--- src/rtl/cpu_ctrl_pkg.sv ---
// Shared control definitions for the multi-cycle datapath sequencer:
// stage indices, sequencer state encoding and default counter width.
package cpu_ctrl_pkg;

  localparam int STAGE_IF  = 0;
  localparam int STAGE_ID  = 1;
  localparam int STAGE_EX  = 2;
  localparam int STAGE_MEM = 3;
  localparam int STAGE_WB  = 4;

  localparam int DEF_CNT_W = 32;

  typedef enum logic {
    IDLE   = 1'b0,
    ACTIVE = 1'b1
  } seq_state_e;

endpackage

--- src/rtl/next_stage_finder.sv ---
// Priority encoder: lowest unskipped stage above the current one, or wrap
// when the current stage is the last one the instruction needs.
module next_stage_finder #(
  parameter int NUM_STAGES = 5,
  parameter int IDX_W      = $clog2(NUM_STAGES)
) (
  input  logic [IDX_W-1:0]      cur_idx_i,
  input  logic [NUM_STAGES-1:0] skip_i,
  output logic [IDX_W-1:0]      nxt_idx_o,
  output logic                  wrap_o
);

  // Scan downward so the lowest qualifying index is the last one written.
  always_comb begin
    nxt_idx_o = '0;
    wrap_o    = 1'b1;
    for (int j = NUM_STAGES - 1; j > 0; j--) begin
      if (j > int'(cur_idx_i) && !skip_i[j]) begin
        nxt_idx_o = IDX_W'(j);
        wrap_o    = 1'b0;
      end
    end
  end

endmodule

--- src/rtl/multicycle_stage_sequencer.sv ---
// One-instruction-at-a-time stage sequencer: walks the active stage through
// the ring honouring skip, ready-stall, flush and run, with perf counters.
module multicycle_stage_sequencer
  import cpu_ctrl_pkg::*;
#(
  parameter int NUM_STAGES = 5,
  parameter int CNT_W      = DEF_CNT_W
) (
  input  logic                          clk,
  input  logic                          nreset,
  input  logic                          run,
  input  logic [NUM_STAGES-1:0]         stage_skip,
  input  logic [NUM_STAGES-1:0]         stage_ready,
  input  logic                          flush,
  output logic [NUM_STAGES-1:0]         stage_go,
  output logic [$clog2(NUM_STAGES)-1:0] stage_idx,
  output logic                          busy,
  output logic                          instr_done,
  output logic [CNT_W-1:0]              retired_count,
  output logic [CNT_W-1:0]              stall_count
);

  localparam int IDX_W = $clog2(NUM_STAGES);
  localparam logic [NUM_STAGES-1:0] GO_ONE = NUM_STAGES'(1);

  seq_state_e              state_q, state_d;
  logic [IDX_W-1:0]        idx_q, idx_d;
  logic [NUM_STAGES-1:0]   go_q, go_d;
  logic                    done_q, done_d;
  logic [CNT_W-1:0]        retired_q, stall_q;
  logic                    ret_inc, stall_inc;
  logic [IDX_W-1:0]        nxt_idx;
  logic                    wrap;

  next_stage_finder #(
    .NUM_STAGES (NUM_STAGES),
    .IDX_W      (IDX_W)
  ) u_finder (
    .cur_idx_i (idx_q),
    .skip_i    (stage_skip),
    .nxt_idx_o (nxt_idx),
    .wrap_o    (wrap)
  );

  always_comb begin
    state_d   = state_q;
    idx_d     = idx_q;
    done_d    = 1'b0;
    ret_inc   = 1'b0;
    stall_inc = 1'b0;
    case (state_q)
      IDLE: begin
        if (run) begin
          state_d = ACTIVE;
          idx_d   = '0;
        end
      end
      ACTIVE: begin
        // Flush in fetch has nothing to abort, so it is ignored there.
        if (flush && idx_q != '0) begin
          state_d = run ? ACTIVE : IDLE;
          idx_d   = '0;
        end else if (stage_ready[idx_q]) begin
          if (wrap) begin
            done_d  = 1'b1;
            ret_inc = 1'b1;
            state_d = run ? ACTIVE : IDLE;
            idx_d   = '0;
          end else begin
            idx_d = nxt_idx;
          end
        end else begin
          stall_inc = 1'b1;
        end
      end
      default: begin
        state_d = IDLE;
        idx_d   = '0;
      end
    endcase
    go_d = (state_d == ACTIVE) ? (GO_ONE << idx_d) : '0;
  end

  always_ff @(posedge clk) begin
    if (nreset) begin
      state_q   <= IDLE;
      idx_q     <= '0;
      go_q      <= '0;
      done_q    <= 1'b0;
      retired_q <= '0;
      stall_q   <= '0;
    end else begin
      state_q <= state_d;
      idx_q   <= idx_d;
      go_q    <= go_d;
      done_q  <= done_d;
      if (ret_inc)   retired_q <= retired_q + CNT_W'(1);
      if (stall_inc) stall_q   <= stall_q + CNT_W'(1);
    end
  end

  assign stage_go      = go_q;
  assign stage_idx     = idx_q;
  assign busy          = (state_q == ACTIVE);
  assign instr_done    = done_q;
  assign retired_count = retired_q;
  assign stall_count   = stall_q;

endmodule

--- config.mk ---
export PLATFORM = sky130hd
export DESIGN_NAME = multicycle_stage_sequencer
export DESIGN_NICKNAME = d
export VERILOG_FILES = /design/src/rtl/cpu_ctrl_pkg.sv /design/src/rtl/next_stage_finder.sv /design/src/rtl/multicycle_stage_sequencer.sv
export SDC_FILE = /design/constraint.sdc
export NUM_CORES = 1
export LEC_CHECK = 0
export BUFFER_PORTS_ARGS = -buffer_cell sky130_fd_sc_hd__buf_2
export CORE_AREA = 2 2 91 93
export CTS_BUF_LIST = sky130_fd_sc_hd__clkbuf_8
export DETAILED_ROUTE_END_ITERATION = 12
export DIE_AREA = 0 0 93 95
export PLACE_DENSITY = 0.76
export SLEW_MARGIN = 10
export SYNTH_ARGS = -nofsm -noshare
export SYNTH_HDL_FRONTEND = slang
export SYNTH_SLANG_ARGS = --single-unit
--- constraint.sdc ---
create_clock -name clk -period 2.4 [get_ports clk]
set_clock_uncertainty 0.2 [all_clocks]
set_input_delay 0 -clock clk [delete_from_list [all_inputs] [get_ports clk]]
set_output_delay 0 -clock clk [all_outputs]
set_load 0.01 [all_outputs]
======== Word level (Yosys, flattened, before mapping) ========
Cells that the tools add are included.
operators by class
  bitwise gates (word level) .............. 2
  equal/unequal tests ..................... 0
  div/mod/pow operators ................... 0
  order comparisons ....................... 5
  multipliers ............................. 0
  mux-type cells .......................... 27
  add/sub/neg operators ................... 2
  reductions and logical operators ........ 11
  shift-type cells ........................ 1
operators by type and width
  operator                                             number
  adder 32 x 1 -> 32 bit (second input constant)       2
  2-to-1 mux 3 bit                                     8
  2-to-1 mux 1 bit                                     16
  > comparator 2 x 3 -> 1 bit (first input constant)   2
  case mux 3 bit (2 select lines)                      1
  logical AND 1 bit                                    5
  << shifter 1 x 3 -> 5 bit (first input constant)     1
  zero test 1 bit                                      4
  < comparator 3 x 4 -> 1 bit (second input constant)  1
  binary-select mux 1 bit (select 3 bit)               1
  > comparator 1 x 3 -> 1 bit (first input constant)   1
  > comparator 3 bit (first input constant)            1
  nonzero test 3 bit                                   1
  NOT 1 bit                                            2
  case mux 1 bit (2 select lines)                      1
  OR reduction 2 bit                                   1
word-level totals
  memories kept ........................... 0
  bits in read-only memories .............. 0
  bits of input ports ..................... 14
  bits in latches ......................... 0
  bits in writable memories ............... 0
  output and inout bits ................... 74
  register bits ........................... 74

======== Logic depth before layout (Yosys ltp) ========
Gate-level depths: netlist (run 1).
  depth in word-level cells ............... 12
  depth in mapped cells ................... 9

======== Hierarchy ========
From an unflattened synthesis (run 1), not the netlist that was laid out.
second synthesis, totals
  cells, all modules ...................... 488
  area total of the unflattened synthesis .. 4026.4 um^2
by module, submodules not included
  module                      seq. area each (um^2)  times used  area an instance (um^2)  cells an instance
  multicycle_stage_sequencer  1481.4                 1           3918.8                   473
  next_stage_finder           0.0                    1           107.6                    15

======== Least setup slack after synthesis (run 1) ========
OpenSTA, ideal clock, no wires.
  kind .................................... register -> register
  from .................................... register idx_q[2] (netlist: stage_idx[2])
  to ...................................... register go_q[1] (netlist: stage_go[1])
  setup time .............................. 96 ps
  stages on the path, launching flop included .. 9
  clock period less this slack ............ 2388 ps
  data arrival time ....................... 2092 ps
  path slack .............................. 12 ps
  path through ............................ dfxtp_1 -> buf_2 -> mux2_4 -> a32oi_4 -> buf_6 -> a211oi_1 -> or3_1 -> clkbuf_1 -> nor4b_1
on the way
  word-level cells in the longest chain between the ends .. 12
  elaborated cells on any way between the ends .. 32
ends and longest elaborated chain
  item                                 line                              RTL
  start: declaration                   multicycle_stage_sequencer.sv:27  logic [IDX_W-1:0] idx_q, idx_d;
  start signal: assignment             multicycle_stage_sequencer.sv:94  idx_q <= idx_d;
  > comparator 3 bit                   next_stage_finder.sv:18           if (j > int'(cur_idx_i) && !skip_i[j]) begin
  logical AND 1 bit                    next_stage_finder.sv:18
  2-to-1 mux 1 bit (4 in series)       next_stage_finder.sv:18
  2-to-1 mux 1 bit                     multicycle_stage_sequencer.sv:64  if (wrap) begin
  2-to-1 mux 1 bit                     multicycle_stage_sequencer.sv:63  end else if (stage_ready[idx_q]) begin
  2-to-1 mux 1 bit                     multicycle_stage_sequencer.sv:60  if (flush && idx_q != '0) begin
  case mux 1 bit (2 select lines)      multicycle_stage_sequencer.sv:51  case (state_q)
  NOT 1 bit (no source line)           n/a
  OR reduction 2 bit (no source line)  n/a
  end signal: assignment               multicycle_stage_sequencer.sv:95  go_q <= go_d;
  end: declaration                     multicycle_stage_sequencer.sv:28  logic [NUM_STAGES-1:0] go_q, go_d;
Parallel ways exist; a longest one is shown, timed or not. The select of a mux whose other input is x is not followed.
A chain may end at the register's enable or synchronous reset.

======== Final worst setup path (run 1) ========
  from .................................... register idx_q[2] (netlist: stage_idx[2])
  to ...................................... register retired_q[18] (netlist: retired_count[18])
on the way
  word-level cells in the longest chain between the ends .. 10
  elaborated cells on any way between the ends .. 20
ends and longest elaborated chain
  item                            line                              RTL
  > comparator 3 bit              next_stage_finder.sv:18
  logical AND 1 bit               next_stage_finder.sv:18
  2-to-1 mux 1 bit (4 in series)  next_stage_finder.sv:18
  2-to-1 mux 1 bit                multicycle_stage_sequencer.sv:64
  2-to-1 mux 1 bit                n/a
  2-to-1 mux 1 bit (*)            multicycle_stage_sequencer.sv:60
  2-to-1 mux 1 bit (*)            multicycle_stage_sequencer.sv:51
  end signal: assignment          multicycle_stage_sequencer.sv:97  if (ret_inc) retired_q <= retired_q + CNT_W'(1);
  end: declaration                multicycle_stage_sequencer.sv:30  logic [CNT_W-1:0] retired_q, stall_q;
Mark *: on every way between the ends. The rest lies on a longest branch, timed or not. The select of a mux whose other input is x is not followed.

==> run metrics, run 1 <==
clock buffer depth=2; number of vias per cell=between 5 and 6; Max Cap Viol=0; Post-Syn Instances=about 460; synth warn=0; CTS Buf Count=9; post-synth top area share=between 30% and 40%; Initial DRC Count=238; ys async rst share=0%; Worst IR Drop VDD=~0.31 mV; P per Cell Area=532 nW/um^2; initial antenna violation count=0; M1 wire length=between 4000 and 5000 microns; CTS sink count=74; crit end category=flip-flop; Die Wd=slightly above 90 microns; ys flop type=dfxtp_1; RSZ-0062 raised after global routing=true; antenna cells=0; P&R area growth vs syn=26.4%; Clock transition at path regs=about 80 ps; Worst Hold Slack=around 83 ps; Tot Pwr=2.56 mW; Post-synth EDFFs=0; CP startpoint kind=flip-flop; routed len/inst=roughly 15 microns; Row Count=33; Initial Util=between 40% and 50%; pre-CTS setup slack=-72.0 ps; CTS tree=done; worst reg2reg path startpoint=stage_idx[2]; Fin. Hold Viols=0; Final period util=97.4%; aggregate global routing overflow=0; met3 wire len=525 microns; Worst-Margin Slew=848 ps; Synth cell types=55; Min-Delay Startpoint=stage_skip[2]; Setup-failing EPs final=0; register area share after synthesis=roughly 39%; dominant cell type by area after synthesis=dfxtp_1; minimum clock period=between 2000 and 2500 ps; Port Buffers=between 80 and 90; Top-Level Pins=88; HP Class=primary input to flip-flop; vias in the first global route=3395; largest net degree at the start of global routing=33; Final GP Congestion=between 0.8 and 0.9; WL met2=between 4000 and 5000 microns; worst skew pair latency=about 340 ps; CP Max Fanout=13; f_max=roughly 430 MHz; Detail Route Antenna Nets=0; Detailed Place HPWL=between 6000 and 7000 microns; Via Count=~3800; Die H=between 90 and 100 microns; Crit. Startpoint=stage_idx[2]; status=finished clean; Slew headroom=between 40% and 50%; leakage power=approximately 1.9 nW; GR Util All Layers=22.0%; setup TNS=0 ps; CTS Root Cell=clkbuf_8; Core Region=approximately 7900 sq um; flop and latch count out of synthesis=74; DRT Pass-1 Iters=4; arrival time worst endpoint=2410 ps; Post-Syn Nets=about 470; final WL=a little under 10000 microns; post-synthesis cell area=3810 sq um; share of layout cells above drive strength 1=a little under a third; Highest Signal Layer=met4; synth top area cells=dfxtp_1 39%, a21oi_1 5.8%, nand4_1 4.9%; die area=roughly 9000 sq um; NumNets Final=~570; Worst EP required=~2500 ps; first-pass GRT wire length=around 16000 microns; DRC Markers=0; Critical Setup Path Class=flip-flop to flip-flop; mean post-synth cell area=~8.4 sq um; final worst setup slack=slightly above 60 ps; H-tree Lvls=3; Slew Limit Fails=0
[Yosys cell counts, types with 9 or more instances]
cell type,instances
dfxtp_1,74
a21oi_1,44
nor2_1,34
nand4_1,30
nand2_1,25
inv_1,21
o21ai_0,21
clkbuf_1,19
or3_1,16
or4_1,15
nand3_1,14
o31ai_1,13
a31o_2,12
and3_1,10
nor2b_1,10
and4_1,9
xnor2_1,9
[metrics by stage]
stage               util (%)  std cells  area (sq um)
floorplan                  -        455          3810
global placement        56.1        644          4450
detailed placement      56.1        644          4450
CTS                     59.5        662          4720
global route            60.8        667          4820
finish                  60.8        667          4820
[worst max-delay path: stages, from the launching register on]
cell and delay, ps:
dfxtp_2 440, nor2_2 110, a211o_2 410, a211o_4 400, or4_1 560, a21oi_2 150
[placed cells by master (no fill, tap or decap), types with 3 or more instances in the layout]
master / n
nor2b_1: 10
o21ai_0: 21
nor2_1: 32
or4_1: 14
buf_4: 31
xor2_1: 4
nand4_1: 30
or3_1: 15
dfxtp_1: 71
a31o_2: 12
and2_1: 4
nor4_1: 7
nand3_1: 13
a21oi_1: 42
nor4b_1: 4
and4_1: 9
clkbuf_8: 11
nand2_1: 25
dfxtp_2: 3
a211oi_1: 3
o22ai_1: 3
inv_1: 21
o31ai_1: 13
mux2_1: 3
xnor2_1: 9
and3_1: 10
buf_2: 86
nor3_1: 4
[kinds of logic after synthesis]
kind of cell	Yosys count	share of synthesized area (%)
flip-flops	74	38.8
AND/OR/NAND/NOR	191	28.4
AO/OA/AOI/OAI	116	20.7
XOR/XNOR	13	2.99
multiplexers	9	2.99
buffers and inverters	50	5.45
adder cells (fa/ha/maj)	2	0.656
[registers in the layout, indices dropped and copies added, names as in the netlist]
name and flops:
instr_done 1, retired_count 32, busy 1, stall_count 32, stage_go 5, stage_idx 3
[power by group]
group | switching [mW] | total, mW | internal (mW)
clock network | 0.463 | 1.10 | 0.639
logic | 0.124 | 0.212 | 0.0881
registers | 0.0119 | 1.25 | 1.24
[layout make-up]
cell class	count	area [sq um]
Clock buffer	11	151
Tap cell	105	131
Timing Repair Buffer	120	694
Sequential cell	74	1490
Fill cell	738	3110
Clock inverter	4	73.8
Multi-Input combinational cell	332	2210
Inverter	21	78.8
[metal layers]
metal  vias to the layer above  track usage [%]
met5                         -                0
met4                         0             8.70
met3                        11             3.43
met2                       116             37.4
met1                      1804             28.1
li1                       1909                -
[final timing paths]
kind / slack (ps) / cells past startpoint / endpoint
setup / recovery: 60 / 5 / retired_count[18]
hold / removal: 80 / 5 / stage_idx[1]
setup reg to reg: 60 / 5 / retired_count[18]
hold reg to reg: 290 / 2 / stall_count[17]
[repair_timing]
| action | 4_1_cts | 5_1_grt |
|---|---|---|
| resized for setup | 7 | 12 |
| gates cloned | 1 | 0 |
| hold buffers | 1 | 1 |
| buffers inserted | 1 | 4 |
| endpoints found under the setup margin | 24 | 37 |
| endpoints found under the hold margin | 15 | 6 |
| pin swaps | 2 | 3 |
Power figures use the tool's default switching activity.
==> run 2: changes to the inputs <==
--- a/config.mk
+++ b/config.mk
@@ -5,12 +5,14 @@
 export SDC_FILE = /design/constraint.sdc
 export NUM_CORES = 1
 export LEC_CHECK = 0
+export ABC_AREA = 1
 export BUFFER_PORTS_ARGS = -buffer_cell sky130_fd_sc_hd__buf_2
-export CORE_AREA = 2 2 91 93
+export CORE_AREA = 2 2 97 99
 export CTS_BUF_LIST = sky130_fd_sc_hd__clkbuf_8
 export DETAILED_ROUTE_END_ITERATION = 12
-export DIE_AREA = 0 0 93 95
-export PLACE_DENSITY = 0.76
+export DIE_AREA = 0 0 99 101
+export GPL_ROUTABILITY_DRIVEN = 0
+export PLACE_DENSITY = 0.75
 export SLEW_MARGIN = 10
 export SYNTH_ARGS = -nofsm -noshare
 export SYNTH_HDL_FRONTEND = slang
==> run metrics, run 2 <==
setup TNS=0 ps (unchanged); post-synth top area share=34.1% (-4.8 points); commonest non-fill, non-tap cell in the layout=nand2_1; Worst EP required=2440 ps (-30 ps); Post-Layout Cell Count=900 (+35%); Die Wd=99 microns (+6.5%); CTS sink count=74 (unchanged); mean post-synth cell area=6.25 sq um (-25%); final worst setup slack=208 ps (+147 ps); aggregate global routing overflow=0 (unchanged); Max Cap Viol=0 (unchanged); CTS Root Cell=clkbuf_8; worst hold endpoint=stage_go[4]; CTS Buf Count=9 (unchanged); NumNets Final=800 (+39%); most frequent cells after synthesis=235 x nand2_1, 124 x nor2_1, 74 x dfxtp_1; synth top area cells=dfxtp_1 34%, nand2_1 20%, nor2_1 11%; HP Class=primary input to flip-flop; number of vias per cell=5.25 (-8.8%); minimum clock period=2190 ps (-147 ps); R2R Path End=retired_count[22]; arrival time worst endpoint=2230 ps (-180 ps); Fin. Hold Viols=0 (unchanged); Core Region=8980 sq um (+13%); worst reg2reg path startpoint=retired_count[0]; leakage power=2.03 nW (+7.5%); Post-Syn Nets=711 (+51%); Worst IR Drop VDD=0.241 mV (-22%); DRC Markers=0 (unchanged); flop2flop setup slack=210 ps (+150 ps); status=finished clean; Setup-failing EPs final=0 (unchanged); GR Util All Layers=23.5% (+1.5 points); register area share after synthesis=34.1% (-4.8 points); H-tree Lvls=3 (unchanged); placed cell count=882 (+37%); ys async rst share=0% (unchanged); initial antenna violation count=0 (unchanged); Post-Syn Instances=695 (+53%); flop and latch count out of synthesis=74 (unchanged); worst skew pair latency=350 ps (about the same); met3 wire len=720 microns (+37%); RSZ-0062 raised after global routing=false; first-pass GRT wire length=19400 microns (+23%); Critical Setup Path Class=flip-flop to flip-flop; Slew Limit Fails=0 (unchanged); crit end category=flip-flop; ys flop type=dfxtp_1; Via Count=4724 (+23%); Top-Level Pins=88 (unchanged); Post-synth EDFFs=0 (unchanged); Final period util=91.3% (-6.1 points); Detail Route Antenna Nets=0 (unchanged); Fillers=917 (+24%); synth warn=0 (unchanged); Row Count=35 (+6.1%); share of layout cells above drive strength 1=17.1% (-13 points); Die H=101 microns (+6.3%); final WL=11800 microns (+19%); CP startpoint kind=flip-flop; CP Max Fanout=5 (-8); Clock transition at path regs=90 ps (about the same); WL met2=5690 microns (+19%); hold path depth=7 (+2); M1 wire length=5140 microns (+15%); f_max=456 MHz (+6.7%); Post-DP Area=4840 sq um (+8.9%); largest net degree at the start of global routing=40 (+21%); CTS tree=done; Tot Pwr=2.49 mW (-2.9%); dominant cell type by area after synthesis=dfxtp_1; commonest non-fill, non-tap cells in the layout=235 x nand2_1, 124 x nor2_1, 86 x buf_2; post-synthesis cell area=4350 sq um (+14%); Worst-Margin Slew=948 ps (+99.5 ps); Worst Hold Slack=43.0 ps (-40.3 ps); P&R area growth vs syn=16.6%; vias in the first global route=4433 (+31%); Slew headroom=36.7% (-6.6 points); clock buffer depth=2 (unchanged); routed len/inst=13.1 microns (-12%); Initial DRC Count=249 (+4.6%); Detailed Place HPWL=8720 microns (+29%); final core area utilization=56.4% (-4.4 points); DRT Pass-1 Iters=5 (+1); Initial Util=48.4% (+0.31 points); cell with the most instances after synthesis=nand2_1; CTS resizes=0 (-7); Highest Signal Layer=met4; pre-CTS setup slack=267 ps (+339 ps); Final Cell Area=5070 sq um (+5.1%); Min-Delay Startpoint=stage_skip[4]; R2R cell count=9 (+4); Port Buffers=86 (unchanged); antenna cells=0 (unchanged); P per Cell Area=491 nW/um^2 (-7.6%); die area=10000 sq um (+13%); Synth cell types=39 (-29%)
run 2: cell count changes after synthesis, sizes merged, moves of 10 or more:
| cell | previous run | this run |
|---|---|---|
| nand2 | 25 | 238 |
| nor2 | 34 | 136 |
| inv | 21 | 59 |
| nand3 | 14 | 45 |
| nand4 | 30 | 9 |
| or3 | 16 | 0 |
| or4 | 15 | 0 |
| o31ai | 14 | 0 |
| clkbuf | 19 | 6 |
| a31o | 12 | 0 |
| nor2b | 10 | 0 |
run 2: worst max-delay path: stages, from the launching register on:
cell     delay (ps)
dfxtp_1         410
ha_1            230
nand3_2         150
nor2_2          190
nand2_1         120
nor2_1          290
nand4_1         160
nor2_1          120
nand2_1          50
and3_1          150
run 2: report_power, final:
part / leakage (nW) / switching [mW] / internal, mW
clock network: 0.105 / 0.486 / 0.532
registers: 0.597 / 0.0118 / 1.24
logic: 1.32 / 0.151 / 0.0682
run 2: cell type report:
cell class	count	area (sq um)	area share (%)
well taps	111	139	2.74
inverters	59	224	4.42
clock inverters	5	52.6	1.04
clock buffers	11	151	2.99
multi-input cells	546	2520	49.8
repair buffers	94	495	9.78
flip-flops and latches	74	1480	29.2
run 2: timing repair:
action                                 4_1_cts  5_1_grt
buffers inserted                             0        0
hold buffers                                 2        0
setup endpoints to repair                    0        0
endpoints found under the hold margin       11        0
run 2: cell families (layout without fill, tap and decap cells):
group	count (synthesis)	count (layout)	synth area share [%]
AOI/OAI and AO/OA	72	72	9.15
xor gates and xnor gates	15	15	3.02
adders and majority gates	2	2	0.576
buffers and inverters	75	169	7.86
DFF	74	74	34.1
and+or+nand+nor	457	457	45.3
run 2: worst max path at each step:
stage                                 from                 to  cells after the start
final                     retired_count[0]  retired_count[22]                      9
after CTS                     stage_idx[0]     stall_count[7]                      9
after global routing          stage_idx[0]  retired_count[16]                      8
after detailed placement      stage_idx[0]     stall_count[7]                      9
after floorplan           retired_count[0]  retired_count[22]                      9
after global placement        stage_idx[1]  retired_count[16]                      9
run 2: per-layer routing:
| layer | GRT usage [%] | vias to the layer above |
|---|---|---|
| li1 | - | 2372 |
| met1 | 28.0 | 2168 |
| met2 | 41.4 | 163 |
| met3 | 3.95 | 21 |
| met4 | 11.0 | 0 |
| met5 | 0 | - |
==> run 3: changes to the inputs <==
==> constraint.sdc (replaced) <==
create_clock -name clk -period 1.8 [get_ports clk]
set_clock_uncertainty 0.2 [all_clocks]
set_input_delay 0 -clock clk [delete_from_list [all_inputs] [get_ports clk]]
set_output_delay 0 -clock clk [all_outputs]
set_load 0.01 [all_outputs]
==> run metrics, run 3 (synthesis gave the netlist of run 2 again) <==
status=complete, but fails checks; violated checks=negative setup slack; WL met2=6930 microns (+22%); worst skew pair latency=350 ps (about the same); Initial DRC Count=386 (+55%); DRC Markers=0 (unchanged); antenna cells=0 (unchanged); Worst-Margin Slew=378 ps (-570 ps); Row Count=35 (unchanged); Die Wd=99 microns (unchanged); Worst IR Drop VDD=0.397 mV (+65%); crit end category=flip-flop; f_max=541 MHz (+19%); CP startpoint kind=flip-flop; met3 wire len=1050 microns (+46%); routed len/inst=14.4 microns (+10%); Tot Pwr=3.57 mW (+43%); CTS sink count=74 (unchanged); leakage power=2.56 nW (+27%); RSZ-0062 raised after global routing=true; M1 wire length=5670 microns (+10%); number of vias per cell=5.35 (+2.0%); minimum clock period=1850 ps (-344 ps); CTS Buf Count=9 (unchanged); Detail Route Antenna Nets=0 (unchanged); final WL=14200 microns (+21%); Max Cap Viol=0 (unchanged); Slowest cell on crit path=dfxtp_4; die area=10000 sq um (unchanged); Initial Util=48.4% (unchanged); Highest Signal Layer=met4; clock buffer depth=2 (unchanged); most used cell, CP=nor2_4; Slew headroom=74.7% (+38 points); Via Count=5277 (+12%); Worst EP required=1830 ps (-610 ps); setup TNS=-586 ps (-586 ps); DRT Pass-1 Iters=7 (+2); largest net degree at the start of global routing=31 (-23%); initial antenna violation count=0 (unchanged); arrival time worst endpoint=1880 ps (-350 ps); share of layout cells above drive strength 1=35.3% (+18 points); crit path cell chain=nor2_4 -> a21boi_2 -> nor2_4 -> inv_2 -> nor2_4 -> nand2_1 -> o21ai_1 -> a21oi_2; Clock transition at path regs=80 ps (about the same); CP Max Fanout=7 (+2); NumNets Final=886 (+11%); Final period util=103% (+11 points); Die H=101 microns (unchanged); CP peak stage delay=380 ps (-30 ps); Slew Limit Fails=0 (unchanged); aggregate global routing overflow=0 (unchanged); Detailed Place HPWL=9650 microns (+11%); P per Cell Area=575 nW/um^2 (+17%); Fin. Hold Viols=0 (unchanged); Port Buffers=86 (unchanged); final core area utilization=69.1% (+13 points); commonest non-fill, non-tap cells in the layout=222 x nand2_1, 102 x nor2_1, 86 x buf_2; GR Util All Layers=26.3% (+2.7 points); CTS tree=done; vias in the first global route=4840 (+9.2%); Setup-failing EPs final=22 (+22); CTS Root Cell=clkbuf_8; P&R area growth vs syn=42.8%; final worst setup slack=-48.0 ps (-256 ps); Top-Level Pins=88 (unchanged); first-pass GRT wire length=21600 microns (+11%); HP Class=primary input to flip-flop; Critical Setup Path Class=flip-flop to flip-flop; Core Region=8980 sq um (unchanged); commonest non-fill, non-tap cell in the layout=nand2_1; H-tree Lvls=3 (unchanged)
run 3: changes by cell type in the layout (fill, tap and decap cells not counted), moves of 12 or more:
cell     before  now
buf_4         6   77
a21oi_2       0   13
nor2_2        7   22
dfxtp_1      74   61
nand2_1     235  222
nor2_1      124  102
nand3_1      40   28
a21oi_1      44   31
run 3: final timing paths:
path | end | slack [ps] | from | cells past startpoint
max | stall_count[7] | -50 | stage_idx[0] | 8
min | stage_go[4] | 40 | stage_skip[4] | 7
max reg2reg | stall_count[7] | -50 | stage_idx[0] | 8
min reg2reg | retired_count[2] | 290 | retired_count[2] | 2
run 3: final cells by class:
class                   instances  area, sq um
fillers                       722         2770
clock inverters                 6         81.3
flip-flops and latches         74         1510
repair buffers                179         1220
multi-input cells             546         2880
clock buffers                  10          138
well taps                     111          139
repair inverters                1         6.26
inverters                      59          229
run 3: metal layers:
layer	vias to the layer above	GRT usage [%]
li1	2559	-
met3	64	4.72
met5	-	0
met1	2392	31.2
met4	0	12.2
met2	262	46.0
run 3: critical path, delay by kind of cell (launching register included):
kind | cells | cell delay, ps
buf+inv | 1 | 70
simple gates | 4 | 680
flops | 1 | 380
compound gates | 3 | 410
run 3: through the flow:
stage	setup slack [ps]	area, sq um	hold WS (ps)	cells
2_1_floorplan	8.22	4360	-126	695
3_3_place_gp	-24.4	5410	136	953
3_5_place_dp	-139	5410	142	953
4_1_cts	-44.5	5720	12.5	975
5_1_grt	-158	6210	58.9	986
6_report	-48.0	6210	36.9	986
run 3: repair_timing:
action / CTS / global route
pin swaps: 7 / 24
buffers inserted: 4 / 9
cloned: 0 / 2
gates resized for setup: 17 / 110
endpoints found under the hold margin: 49 / 0
hold buffers: 2 / 0
endpoints found under the setup margin: 56 / 70
run 3: report_power, final:
part           total (mW)  switching [mW]  internal, mW  leakage [nW]
Clock                1.46           0.651         0.810         0.113
Combinational       0.438           0.260         0.178          1.85
Sequential           1.67          0.0185          1.65         0.604
Total                3.57           0.930          2.64          2.56
